**src/rtl/serial_sub_pkg.sv**
```systemverilog
// Shared types and helpers for the bit-serial subtractor.
// FSM state encoding and bit-counter sizing.
package serial_sub_pkg;

  typedef enum logic [1:0] {
    IDLE  = 2'd0,
    SHIFT = 2'd1,
    DONE  = 2'd2
  } state_t;

  function automatic int cnt_w(input int w);
    return (w < 2) ? 1 : $clog2(w);
  endfunction

endpackage

```
**src/rtl/full_subtractor.sv**
```systemverilog
// One-bit full-subtractor slice: d = x - y - bin, bout = borrow.
// Purely combinational.
module full_subtractor (
  input  logic x,
  input  logic y,
  input  logic bin,
  output logic d,
  output logic bout
);

  assign d    = x ^ y ^ bin;
  assign bout = (~x & y) | (~(x ^ y) & bin);

endmodule

```
**src/rtl/serial_subtractor.sv**
```systemverilog
// Bit-serial LSB-first subtractor: diff = a - b - borrow_in over
// WIDTH cycles, valid/ready handshakes on both operands and result.
module serial_subtractor #(
  parameter int WIDTH = 8
) (
  input  logic             clk,
  input  logic             rst,
  input  logic             start_valid,
  output logic             start_ready,
  input  logic [WIDTH-1:0] a,
  input  logic [WIDTH-1:0] b,
  input  logic             borrow_in,
  output logic             done_valid,
  input  logic             done_ready,
  output logic [WIDTH-1:0] diff,
  output logic             borrow_out,
  output logic             busy
);

  import serial_sub_pkg::*;

  localparam int CW = cnt_w(WIDTH);

  state_t           r_state;
  logic [WIDTH-1:0] r_a;
  logic [WIDTH-1:0] r_b;
  logic [WIDTH-1:0] r_res;
  logic [CW-1:0]    r_cnt;
  logic             r_borrow;
  logic [WIDTH-1:0] r_diff;
  logic             r_bout;

  logic             w_d;
  logic             w_bout;
  logic [WIDTH-1:0] w_res_next;
  logic             w_last;

  full_subtractor u_fs (
    .x    (r_a[0]),
    .y    (r_b[0]),
    .bin  (r_borrow),
    .d    (w_d),
    .bout (w_bout)
  );

  assign w_res_next = {w_d, r_res[WIDTH-1:1]};
  assign w_last     = (r_cnt == CW'(WIDTH - 1));

  always_ff @(posedge clk or posedge rst) begin
    if (rst) begin
      r_state  <= IDLE;
      r_a      <= '0;
      r_b      <= '0;
      r_res    <= '0;
      r_cnt    <= '0;
      r_borrow <= 1'b0;
      r_diff   <= '0;
      r_bout   <= 1'b0;
    end else begin
      unique case (r_state)
        IDLE: begin
          if (start_valid) begin
            r_a      <= a;
            r_b      <= b;
            r_borrow <= borrow_in;
            r_res    <= '0;
            r_cnt    <= '0;
            r_state  <= SHIFT;
          end
        end
        SHIFT: begin
          r_a      <= r_a >> 1;
          r_b      <= r_b >> 1;
          r_res    <= w_res_next;
          r_borrow <= w_bout;
          r_cnt    <= r_cnt + CW'(1);
          // Result outputs update only when the final bit lands
          if (w_last) begin
            r_diff  <= w_res_next;
            r_bout  <= w_bout;
            r_state <= DONE;
          end
        end
        DONE: begin
          if (done_ready) r_state <= IDLE;
        end
        default: r_state <= IDLE;
      endcase
    end
  end

  assign start_ready = (r_state == IDLE) && !rst;
  assign done_valid  = (r_state == DONE);
  assign busy        = (r_state == SHIFT) || (r_state == DONE);
  assign diff        = r_diff;
  assign borrow_out  = r_bout;

endmodule

```
**config.mk**
```make
export PLATFORM = sky130hd
export DESIGN_NAME = serial_subtractor
export DESIGN_NICKNAME = d
export VERILOG_FILES = /design/src/rtl/serial_sub_pkg.sv /design/src/rtl/full_subtractor.sv /design/src/rtl/serial_subtractor.sv
export SDC_FILE = /design/constraint.sdc
export NUM_CORES = 1
export LEC_CHECK = 0
export BUFFER_PORTS_ARGS = -buffer_cell sky130_fd_sc_hd__buf_4
export CAP_MARGIN = 20
export CORE_MARGIN = 5
export CORE_UTILIZATION = 30
export DETAILED_ROUTE_END_ITERATION = 8
export GPL_ROUTABILITY_DRIVEN = 0
export PLACE_DENSITY = 0.57
export SYNTH_ARGS = -nofsm -noshare
export SYNTH_HDL_FRONTEND = slang
export SYNTH_SLANG_ARGS = --single-unit
```
**constraint.sdc**
```tcl
create_clock -name clk -period 3.6 [get_ports clk]
set_clock_uncertainty 0.15 [all_clocks]
set_input_delay 0.36 -clock clk [delete_from_list [all_inputs] [get_ports clk]]
set_output_delay 0.36 -clock clk [all_outputs]
set_load 0.05 [all_outputs]
```
* Word-level counts from Yosys, hierarchy flattened *
Index checks and enable logic that the tools add are counted.

cells by class
  bitwise logic cells = 7
  muxes and demuxes = 14
  equality and inequality tests = 6
  magnitude comparators = 0
  shift operators = 0
  multipliers = 0
  reductions and logical operators = 8
  $add $sub $neg = 1
  divide/modulo/power cells = 0

operator list
  kind                                            count
  case mux 8 bit (2 select lines)                 3
  2-to-1 mux 8 bit                                3
  2-to-1 mux 2 bit                                3
  case mux 2 bit (3 select lines)                 1
  case mux 3 bit (2 select lines)                 1
  != test 2 bit (second input constant)           2
  AND reduction 2 bit                             2
  adder 3 x 1 -> 3 bit (second input constant)    1
  == test 3 bit (second input constant)           1
  2-to-1 mux 3 bit                                1
  AND reduction 3 bit                             1
  AND 1 bit                                       2
  == test 2 x 1 -> 1 bit (second input constant)  1
  == test 2 bit (second input constant)           1
  zero test 2 bit                                 1
  != test 2 x 1 -> 1 bit (second input constant)  1
  NOT 1 bit                                       2
  case mux 1 bit (2 select lines)                 1
  nonzero test 2 bit                              1
  XOR 1 bit                                       2
  logical AND 1 bit                               1
  zero test 1 bit                                 1
  logical OR 1 bit                                1
  2-to-1 mux 1 bit                                1
  bitwise OR 1 bit                                1

storage, ports and cells
  output and inout port bits = 12
  bits in read-only memories = 0
  flip-flop bits (word level) = 39
  bits in latches = 0
  logic and storage cells = 44
  memories = 0
  RAM bits = 0

* Logic depth before layout (Yosys ltp) *
Gate-level depths: netlist of the first run.

  depth after elaboration = 5
  gate-level depth with buffers = 7
  depth with buffers taken out = 5

* Modules after synthesis *
From an unflattened synthesis of the first run, not the netlist that was laid out.

unflattened totals
  cells, all modules = 140
  area, all modules = 1707.9 µm²

modules (own cells, without submodules)
  module             area an instance (µm²)  sequential area each (µm²)  cells each  times used
  serial_subtractor  1676.6                  950.9                       136         1
  full_subtractor    31.3                    0.0                         4           1

* Worst setup path before layout of the first run *
OpenSTA, ideal clock, no wires.

  path kind = reg-to-output
  start point = register r_state[0]
  end point = output start_ready
  setup slack = 1.639 ns
  buffers on the path = 1
  arrival = 1.451 ns
  required time = 3.090 ns
  cell stages (with the launch flop) = 5
  cell sequence = dfrtp_1 inv_1 ha_1 buf_6 nor2b_1

on the way
  cells in the longest elaborated chain, start to end = 2

ends and longest elaborated chain
  element                 line                     source
  start, declared         serial_subtractor.sv:24  state_t r_state;
  start signal, assigned  serial_subtractor.sv:51  r_state <= IDLE;
  start signal, assigned  serial_subtractor.sv:68  r_state <= SHIFT;
  start signal, assigned  serial_subtractor.sv:81  r_state <= DONE;
  zero test 2 bit         serial_subtractor.sv:92  assign start_ready = (r_state == IDLE) && !rst;
  logical AND 1 bit       serial_subtractor.sv:92
  end, declared           serial_subtractor.sv:9   output logic start_ready,

Every way passes these cells.

* Worst setup path in the final report of the first run *
  start point = register r_state[0]
  end point = register r_a[6]

on the way
  cells in the longest elaborated chain, start to end = 3
  elaborated cells on any way between the ends = 6
  classes of those cells = eq/ne (2); mux (1); reduce/logical (3)

ends and longest elaborated chain
  element                                                                      line                     source
  == test 2 x 1 -> 1 bit / zero test 2 bit (equally long branches)             serial_subtractor.sv:60  unique case (r_state)
  nonzero test 2 bit (no source line) / != test 2 bit (equally long branches)  -
  AND reduction 2 bit (no source line)                                         -
  end signal, assigned                                                         serial_subtractor.sv:72  r_a <= r_a >> 1;
  end, declared                                                                serial_subtractor.sv:25  logic [WIDTH-1:0] r_a;

Parallel ways exist; a longest one is shown, timed or not.
A chain may end at the register's enable or synchronous reset.

==> flow_summary.ini, run 1 <==
[clocking]
cts_htree_levels = 2
cts-buffers-inserted = 5
cts_hold_buf = 0
clkSinkCount = 38
clkLatencyLatePin_ns = 0.28
cts_tree = yes
clkTransAtPathRegs_ns = 0.07
root_buffer = clkbuf_8
cts_setup_buffers = 0
clockBufferDepth = 2
ctsResizeCount = 0

[grt]
grt_use_total = 0.0901
antenna_found_initial = 0
grt_pass1_vias = 1303
grt_max_degree = 39
grt_pass1_wl_um = 6110
gr-total-overflow = 0

[detailed_routing]
viasPerCell = 4.73
drc = 0
routedWlPerCell_um = 12.9
wl_um = 3570
antenna_left = 0
vias = 1305
first_iter_violations = 57
detail_route.first_pass.iterations = 4

[finish]
final_cells = 276
fin_area_um2 = 2280
nets = 225
drive_above_1_share = 0.271
area_delta_synth_final_pct = 16.8
antenna_cells = 0

[sta]
fin_crit_ns = 2.35
drv_slew = 0
hold_violations = 0
relSlewSlack = 0.476
tns_ns = 0
fin_crit_sh = 0.652
setup_viol = 0
worstMarginPinSlew_ns = 0.769
whs_ns = 0.0428
rsz0062_at_grt = no
max_freq_mhz = 426

[yosys]
synth-edff-count = 0
syn_inst = 169
yosys_warnings = 0
ys_ff_latch = 38
synth_common_cells = dfrtp_1 (38), o21ai_1 (25), mux2i_1 (24)
synth.top_cell.area_share = 0.488
yosysMostFrequentCell = dfrtp_1
synth.distinct_cells = 29
syn_nets = 196
async_flop_share = 1.00
synth.yosys.seq_area_share = 0.488
synthTopCellsByArea = dfrtp_1 (49%), mux2i_1 (12%), o21ai_1 (6.4%)
avgSynthCellArea_um2 = 11.5
synth-main-ff-cell = dfrtp_1
netlist_area_um2 = 1950
yosysTopAreaCell = dfrtp_1

[place]
portBuffers = 32
place_area_um2 = 2180
placed_cells = 268
dp_hpwl_um = 2480

[worst_hold_path]
hold_path.class = in2async

[floorplanning]
core_um2 = 6350
ios = 33
die_area_um2 = 8210
die_h_um = 90.6
fp.dieW_um = 90.6
initial_core_util = 0.307
row_count = 29

[pwr]
leakagePower_nw = 1.08
powerDensity_nw_per_um2 = 919
power_w = 0.00209
p_sw_w = 0.000887
power_frac_clock = 0.140
swShare = 0.424
power_frac_seq = 0.352
internal_power_w = 0.00121
vdd_ir_drop_max_mv = 0.408
combPwrFrac = 0.508

[critical_path]
r2r_end = r_a[6]$_DFFE_PP0P_
crit_path_max_fanout = 30
reg2reg_depth = 5
cp.arrival_ns = 2.40
r2r_slack_ns = 1.25
end_kind = flop
r2r-start = r_state[0]$_DFFE_PP0P_
cp-start-kind = flop
cp.required_ns = 3.66
critical_path_class = reg2reg

[status]
status = completed

[flow_run]
maxCapViolations = 0
## logic make-up (layout without fill, tap and decap cells)
kind of cell,Yosys count,in the layout,synth area share
and+or+nand+nor,30,30,0.0834
buffers and inverters,19,49,0.0744
adders and majority gates,6,6,0.0424
AOI/OAI and AO/OA,42,42,0.126
muxes,33,33,0.181
xor gates and xnor gates,1,1,0.00449
DFF,38,38,0.488
## metrics by stage
stage               utilization  worst slack, ns
floorplan                     -             1.64
global placement          0.344             1.26
detailed placement        0.344             1.20
CTS                       0.358             1.20
global route              0.358             1.01
finish                    0.358             1.25
## sequential cells by signal, summed over array words and instances, names as in the netlist
name,flops
diff,8
r_a,8
r_b,8
r_res,7
r_cnt,3
r_state,2
borrow_out,1
r_borrow,1
## critical path, stage by stage (launching register included)
cell and delay [ns]:
dfrtp_1 0.40, inv_1 0.08, ha_1 0.61, mux2i_4 0.79, nand2_1 0.13, o21ai_1 0.10
## cells in the final DEF, fill, tap and decap left out
| master | count |
|---|---|
| dfrtp_1 | 38 |
| buf_4 | 34 |
| o21ai_1 | 25 |
| mux2i_1 | 24 |
| nand2_1 | 16 |
| a22oi_1 | 9 |
| mux2_2 | 8 |
| inv_1 | 7 |
| clkbuf_8 | 6 |
| nor2b_1 | 4 |
| o21ai_0 | 4 |
| ha_1 | 4 |
| nor3b_1 | 2 |
| o32a_1 | 2 |
| nand3b_1 | 2 |
| and2_4 | 1 |
| nor2b_4 | 1 |
| mux2i_4 | 1 |
| nand2_2 | 1 |
| nand2b_1 | 1 |
| and3b_1 | 1 |
| nor2_1 | 1 |
| a22o_1 | 1 |
| xnor2_1 | 1 |
| a21oi_1 | 1 |
| fa_1 | 1 |
| ha_2 | 1 |
| clkbuf_1 | 1 |
| clkinv_2 | 1 |
## worst max path at each step
stage | start | endpoint | slack [ns] | depth (start not counted)
after global routing | r_state[1]$_DFFE_PP0P_ | r_b[2]$_DFFE_PP0P_ | 1.01 | 5
after CTS | r_state[0]$_DFFE_PP0P_ | r_a[6]$_DFFE_PP0P_ | 1.20 | 5
final | r_state[0]$_DFFE_PP0P_ | r_a[6]$_DFFE_PP0P_ | 1.25 | 5
after floorplan | r_state[0]$_DFFE_PP0P_ | start_ready | 1.64 | 4
after detailed placement | r_state[0]$_DFFE_PP0P_ | r_b[4]$_DFFE_PP0P_ | 1.20 | 4
after global placement | r_state[0]$_DFFE_PP0P_ | r_b[3]$_DFFE_PP0P_ | 1.26 | 4
## power by group through the flow
stage,clock network (W),logic (W),registers [W]
floorplan,0,0.000824,0.000848
global placement,0,0.00107,0.000739
detailed placement,0,0.00108,0.000743
CTS,0.000307,0.00109,0.000739
global route,0.000323,0.00118,0.000763
finish,0.000293,0.00106,0.000736
## metal layers
layer,global-route usage,vias up,part of all wire
met5,0,-,0
met2,0.133,27,0.45
li1,-,647,-
met1,0.114,626,0.46
met4,0.0298,0,0.014
met3,0.0442,5,0.078
## layout make-up
cell class                      instances  area [um^2]
Sequential cell                        38          951
Clock inverter                          1         5.00
Inverter                                7         26.3
Timing Repair Buffer                   34          255
Clock buffer                            7         86.3
Multi-Input combinational cell        112          856
Fill cell                             633         4070
Tap cell                               77         96.3
Power figures use the tool's default switching activity.
==> run 2: changes to the inputs <==
==> constraint.sdc (replaced) <==
create_clock -name clk -period 2.2 [get_ports clk]
set_clock_uncertainty 0.15 [all_clocks]
set_input_delay 0.22 -clock clk [delete_from_list [all_inputs] [get_ports clk]]
set_output_delay 0.22 -clock clk [all_outputs]
set_load 0.05 [all_outputs]
==> flow_summary.ini, run 2 (synthesis gave the netlist of run 1 again) <==
[status]
status = completed

[pwr]
vdd_ir_drop_max_mv = 0.618
power_w = 0.00355
powerDensity_nw_per_um2 = 1530
leakagePower_nw = 1.11

[critical_path]
cp_slowest_cell = dfrtp_1
crit_path_max_fanout = 15
path_cells = inv_1 -> ha_1 -> buf_4 -> nor2b_1 -> buf_4
reg2reg_depth = 4
critical_path_class = reg2out
crit_buf_inv = 3
cp.required_ns = 1.83
r2r_slack_ns = 0.49
end_kind = output pin
cpPeakStageDelay_ns = 0.40
startpoint = r_state[0]$_DFFE_PP0P_
cp.arrival_ns = 1.65
r2r_end = diff[4]$_DFFE_PP0P_
r2r-start = r_cnt[0]$_DFFE_PP0P_
crit_family = buffers and inverters
critPathMostFrequentCell = buf_4
cp.depth = 5
cp-start-kind = flop

[grt]
grt_pass1_vias = 1354
grt_pass1_wl_um = 6460
gr-total-overflow = 0
grt_max_degree = 39
antenna_found_initial = 0
grt_use_total = 0.0956

[finish]
nets = 229
antenna_cells = 0
final_cells = 280
layout_commonest_cell = dfrtp_1
drive_above_1_share = 0.286
utilization = 0.366
area_delta_synth_final_pct = 19.3
final_cell_mix = dfrtp_1 (38), buf_4 (37), o21ai_1 (25)

[clocking]
cts_tree = yes
clockBufferDepth = 2
clkLatencyLatePin_ns = 0.28
root_buffer = clkbuf_8
cts-buffers-inserted = 5
clkTransAtPathRegs_ns = 0.07
ctsResizeCount = 0
cts_htree_levels = 2
clkSinkCount = 38

[worst_hold_path]
hold_path.class = in2reg
whs_endpoint = r_borrow$_DFFE_PP0P_
min_from = borrow_in
worstHoldPathCells = 3

[floorplanning]
ios = 33
initial_core_util = 0.307
row_count = 29
fp.dieW_um = 90.6
die_h_um = 90.6
die_area_um2 = 8210
core_um2 = 6350

[sta]
whs_ns = 0.0562
relSlewSlack = 0.675
tns_ns = 0
fin_crit_ns = 2.02
drv_slew = 0
rsz0062_at_grt = no
setup_viol = 0
fin_crit_sh = 0.919
worstMarginPinSlew_ns = 0.487
hold_violations = 0
max_freq_mhz = 495

[detailed_routing]
detail_route.first_pass.iterations = 4
antenna_left = 0
routedWlPerCell_um = 12.9
drc = 0
wl_um = 3620
first_iter_violations = 58
vias = 1294
viasPerCell = 4.62

[place]
dp_hpwl_um = 2530
placed_cells = 271
portBuffers = 32

[flow_run]
maxCapViolations = 0
==> run 2: worst max path at each step <==
stage / endpoint / slack (ns)
5_1_grt: start_ready / 0.07
3_3_place_gp: start_ready / 0.50
6_report: start_ready / 0.18
2_1_floorplan: start_ready / 0.38
3_5_place_dp: start_ready / 0.48
4_1_cts: start_ready / 0.15
==> run 2: worst register-to-register path, stage by stage (launching register included) <==
cell and delay (ns):
dfrtp_1 0.42, ha_1 0.22, ha_1 0.21, nand2_2 0.24, mux2_2 0.37
==> run 2: what timing repair did <==
action,CTS,global route
buffers inserted,0,0
hold buffers,1,0
endpoints found under the hold margin,38,0
==> run 2: power by group <==
part	total, W	switching (W)	internal [W]	leakage [nW]
Combinational	0.00178	0.00103	0.000750	0.558
Clock	0.000569	0.000236	0.000333	0.0579
Sequential	0.00120	0.000197	0.00100	0.490
==> run 2: metal layers <==
metal	global-route usage	part of all wire	vias to the layer above
met3	0.0350	0.064	6
li1	-	-	659
met5	0	0	-
met4	0.0447	0.012	0
met1	0.124	0.51	605
met2	0.140	0.42	24
==> run 2: stage by stage <==
stage	worst slack, ns	instance area, um^2
2_1_floorplan	0.379	1950
4_1_cts	0.153	2330
3_5_place_dp	0.476	2210
5_1_grt	0.0750	2330
6_report	0.179	2330
3_3_place_gp	0.498	2210
==> run 2: layout make-up <==
cell class	count	area, um^2
Timing Repair Buffer	38	288
Tap cell	77	96.3
Clock inverter	3	40.0
Inverter	7	26.3
Multi-Input combinational cell	112	856
Clock buffer	5	68.8
Sequential cell	38	951
Fill cell	628	4020
==> run 3: changes to the inputs <==
--- a/config.mk
+++ b/config.mk
@@ -8,10 +8,10 @@
 export BUFFER_PORTS_ARGS = -buffer_cell sky130_fd_sc_hd__buf_4
 export CAP_MARGIN = 20
 export CORE_MARGIN = 5
-export CORE_UTILIZATION = 30
+export CORE_UTILIZATION = 45
 export DETAILED_ROUTE_END_ITERATION = 8
 export GPL_ROUTABILITY_DRIVEN = 0
-export PLACE_DENSITY = 0.57
+export PLACE_DENSITY = 0.75
 export SYNTH_ARGS = -nofsm -noshare
 export SYNTH_HDL_FRONTEND = slang
 export SYNTH_SLANG_ARGS = --single-unit
==> flow_summary.ini, run 3 (synthesis gave the netlist of run 1 again) <==
[finish]
final_cell_mix = dfrtp_1 (38), buf_4 (37), o21ai_1 (25)
drive_above_1_share = 0.281
n_fill_cell = 382
layout_commonest_cell = dfrtp_1
antenna_cells = 0
nets = 229
final_cells = 255
area_delta_synth_final_pct = 17.8

[place]
dp_hpwl_um = 2380
portBuffers = 32
placed_cells = 246

[detailed_routing]
wl_um = 3530
first_iter_violations = 64
drc = 0
routedWlPerCell_um = 13.8
viasPerCell = 5.14
antenna_left = 0
vias = 1310
detail_route.first_pass.iterations = 4

[floorplanning]
die_h_um = 75.8
die_area_um2 = 5750
core_um2 = 4260
initial_core_util = 0.457
fp.dieW_um = 75.8
row_count = 24
ios = 33

[grt]
grt_use_total = 0.141
grt_max_degree = 39
use_met1 = 0.177
busiest_layer = met2
grt_pass1_vias = 1307
gr-total-overflow = 0
grtUsageMet2 = 0.222
antenna_found_initial = 0
grt_pass1_wl_um = 6020
grt_use_met3 = 0.0422

[sta]
hold_violations = 0
drv_slew = 0
rsz0062_at_grt = no
worstMarginPinSlew_ns = 0.480
fin_crit_sh = 0.868
tns_ns = 0
max_freq_mhz = 524
setup_viol = 0
fin_crit_ns = 1.91
relSlewSlack = 0.680

[critical_path]
r2r_end = r_b[3]$_DFFE_PP0P_
crit_path_max_fanout = 9
r2r-start = r_state[0]$_DFFE_PP0P_
r2r_slack_ns = 0.35
reg2reg_depth = 6
cp.required_ns = 1.83
end_kind = output pin
critical_path_class = reg2out
cp.arrival_ns = 1.54
cp-start-kind = flop

[clocking]
cts-buffers-inserted = 5
clkSinkCount = 38
ctsResizeCount = 0
cts_htree_levels = 2
root_buffer = clkbuf_8
clkLatencyLatePin_ns = 0.29
cts_tree = yes
clkTransAtPathRegs_ns = 0.08
clockBufferDepth = 2
cts_setup_buffers = 0

[pwr]
leakagePower_nw = 1.10
powerDensity_nw_per_um2 = 1550
power_w = 0.00357
vdd_ir_drop_max_mv = 0.638

[worst_hold_path]
whs_endpoint = r_b[4]$_DFFE_PP0P_
worstHoldPathCells = 3
min_from = b[4]
hold_path.class = in2reg

[status]
status = completed

[flow_run]
maxCapViolations = 0
==> run 3: final cells by class <==
class                   count  area (um^2)  share of cell area
flip-flops and latches     38          951               0.414
multi-input cells         112          856               0.373
repair buffers             38          288               0.125
clock buffers               6         72.6              0.0316
well taps                  52         65.1              0.0283
clock inverters             2         37.5              0.0163
inverters                   7         26.3              0.0114
==> run 3: worst max-delay path by stage <==
stage          depth (start not counted)            endpoint  slack, ns                    from
2_1_floorplan                          4         start_ready       0.38  r_state[0]$_DFFE_PP0P_
3_5_place_dp                           5  r_b[6]$_DFFE_PP0P_       0.34  r_state[0]$_DFFE_PP0P_
4_1_cts                                4         start_ready       0.27  r_state[0]$_DFFE_PP0P_
6_report                               4         start_ready       0.29  r_state[0]$_DFFE_PP0P_
5_1_grt                                6  r_b[6]$_DFFE_PP0P_       0.17  r_state[0]$_DFFE_PP0P_
3_3_place_gp                           5  r_b[6]$_DFFE_PP0P_       0.36  r_state[0]$_DFFE_PP0P_
==> run 3: routing by layer <==
metal / routed length, um / vias to the layer above
li1: - / 664
met1: 1680 / 619
met2: 1600 / 21
met3: 159 / 6
met4: 82 / 0
met5: 0 / -
==> run 3: critical path: stages, from the launching register on <==
cell and delay (ns):
dfrtp_1 0.41, inv_1 0.09, ha_1 0.38, nor2b_1 0.18, buf_4 0.20
==> run 3: metrics by stage <==
step	worst slack [ns]	util	hold WS [ns]	instance area (um^2)
floorplan	0.379	-	0.252	1950
global route	0.170	0.538	0.0562	2300
detailed placement	0.343	0.510	0.239	2180
finish	0.291	0.538	0.0424	2300
global placement	0.362	0.510	0.227	2180
CTS	0.271	0.538	0.0404	2300
==> run 3: report_power, final <==
part	leakage, nW	total [W]	internal (W)	switching (W)
combinational	0.558	0.00178	0.000752	0.00103
sequential	0.490	0.00120	0.00100	0.000201
clock	0.0514	0.000585	0.000338	0.000247
total	1.10	0.00357	0.00209	0.00148
==> run 3: repair_timing <==
item	in CTS	in global routing
setup endpoints to repair	0	0
hold endpoints to repair	38	0
hold buffers	1	0
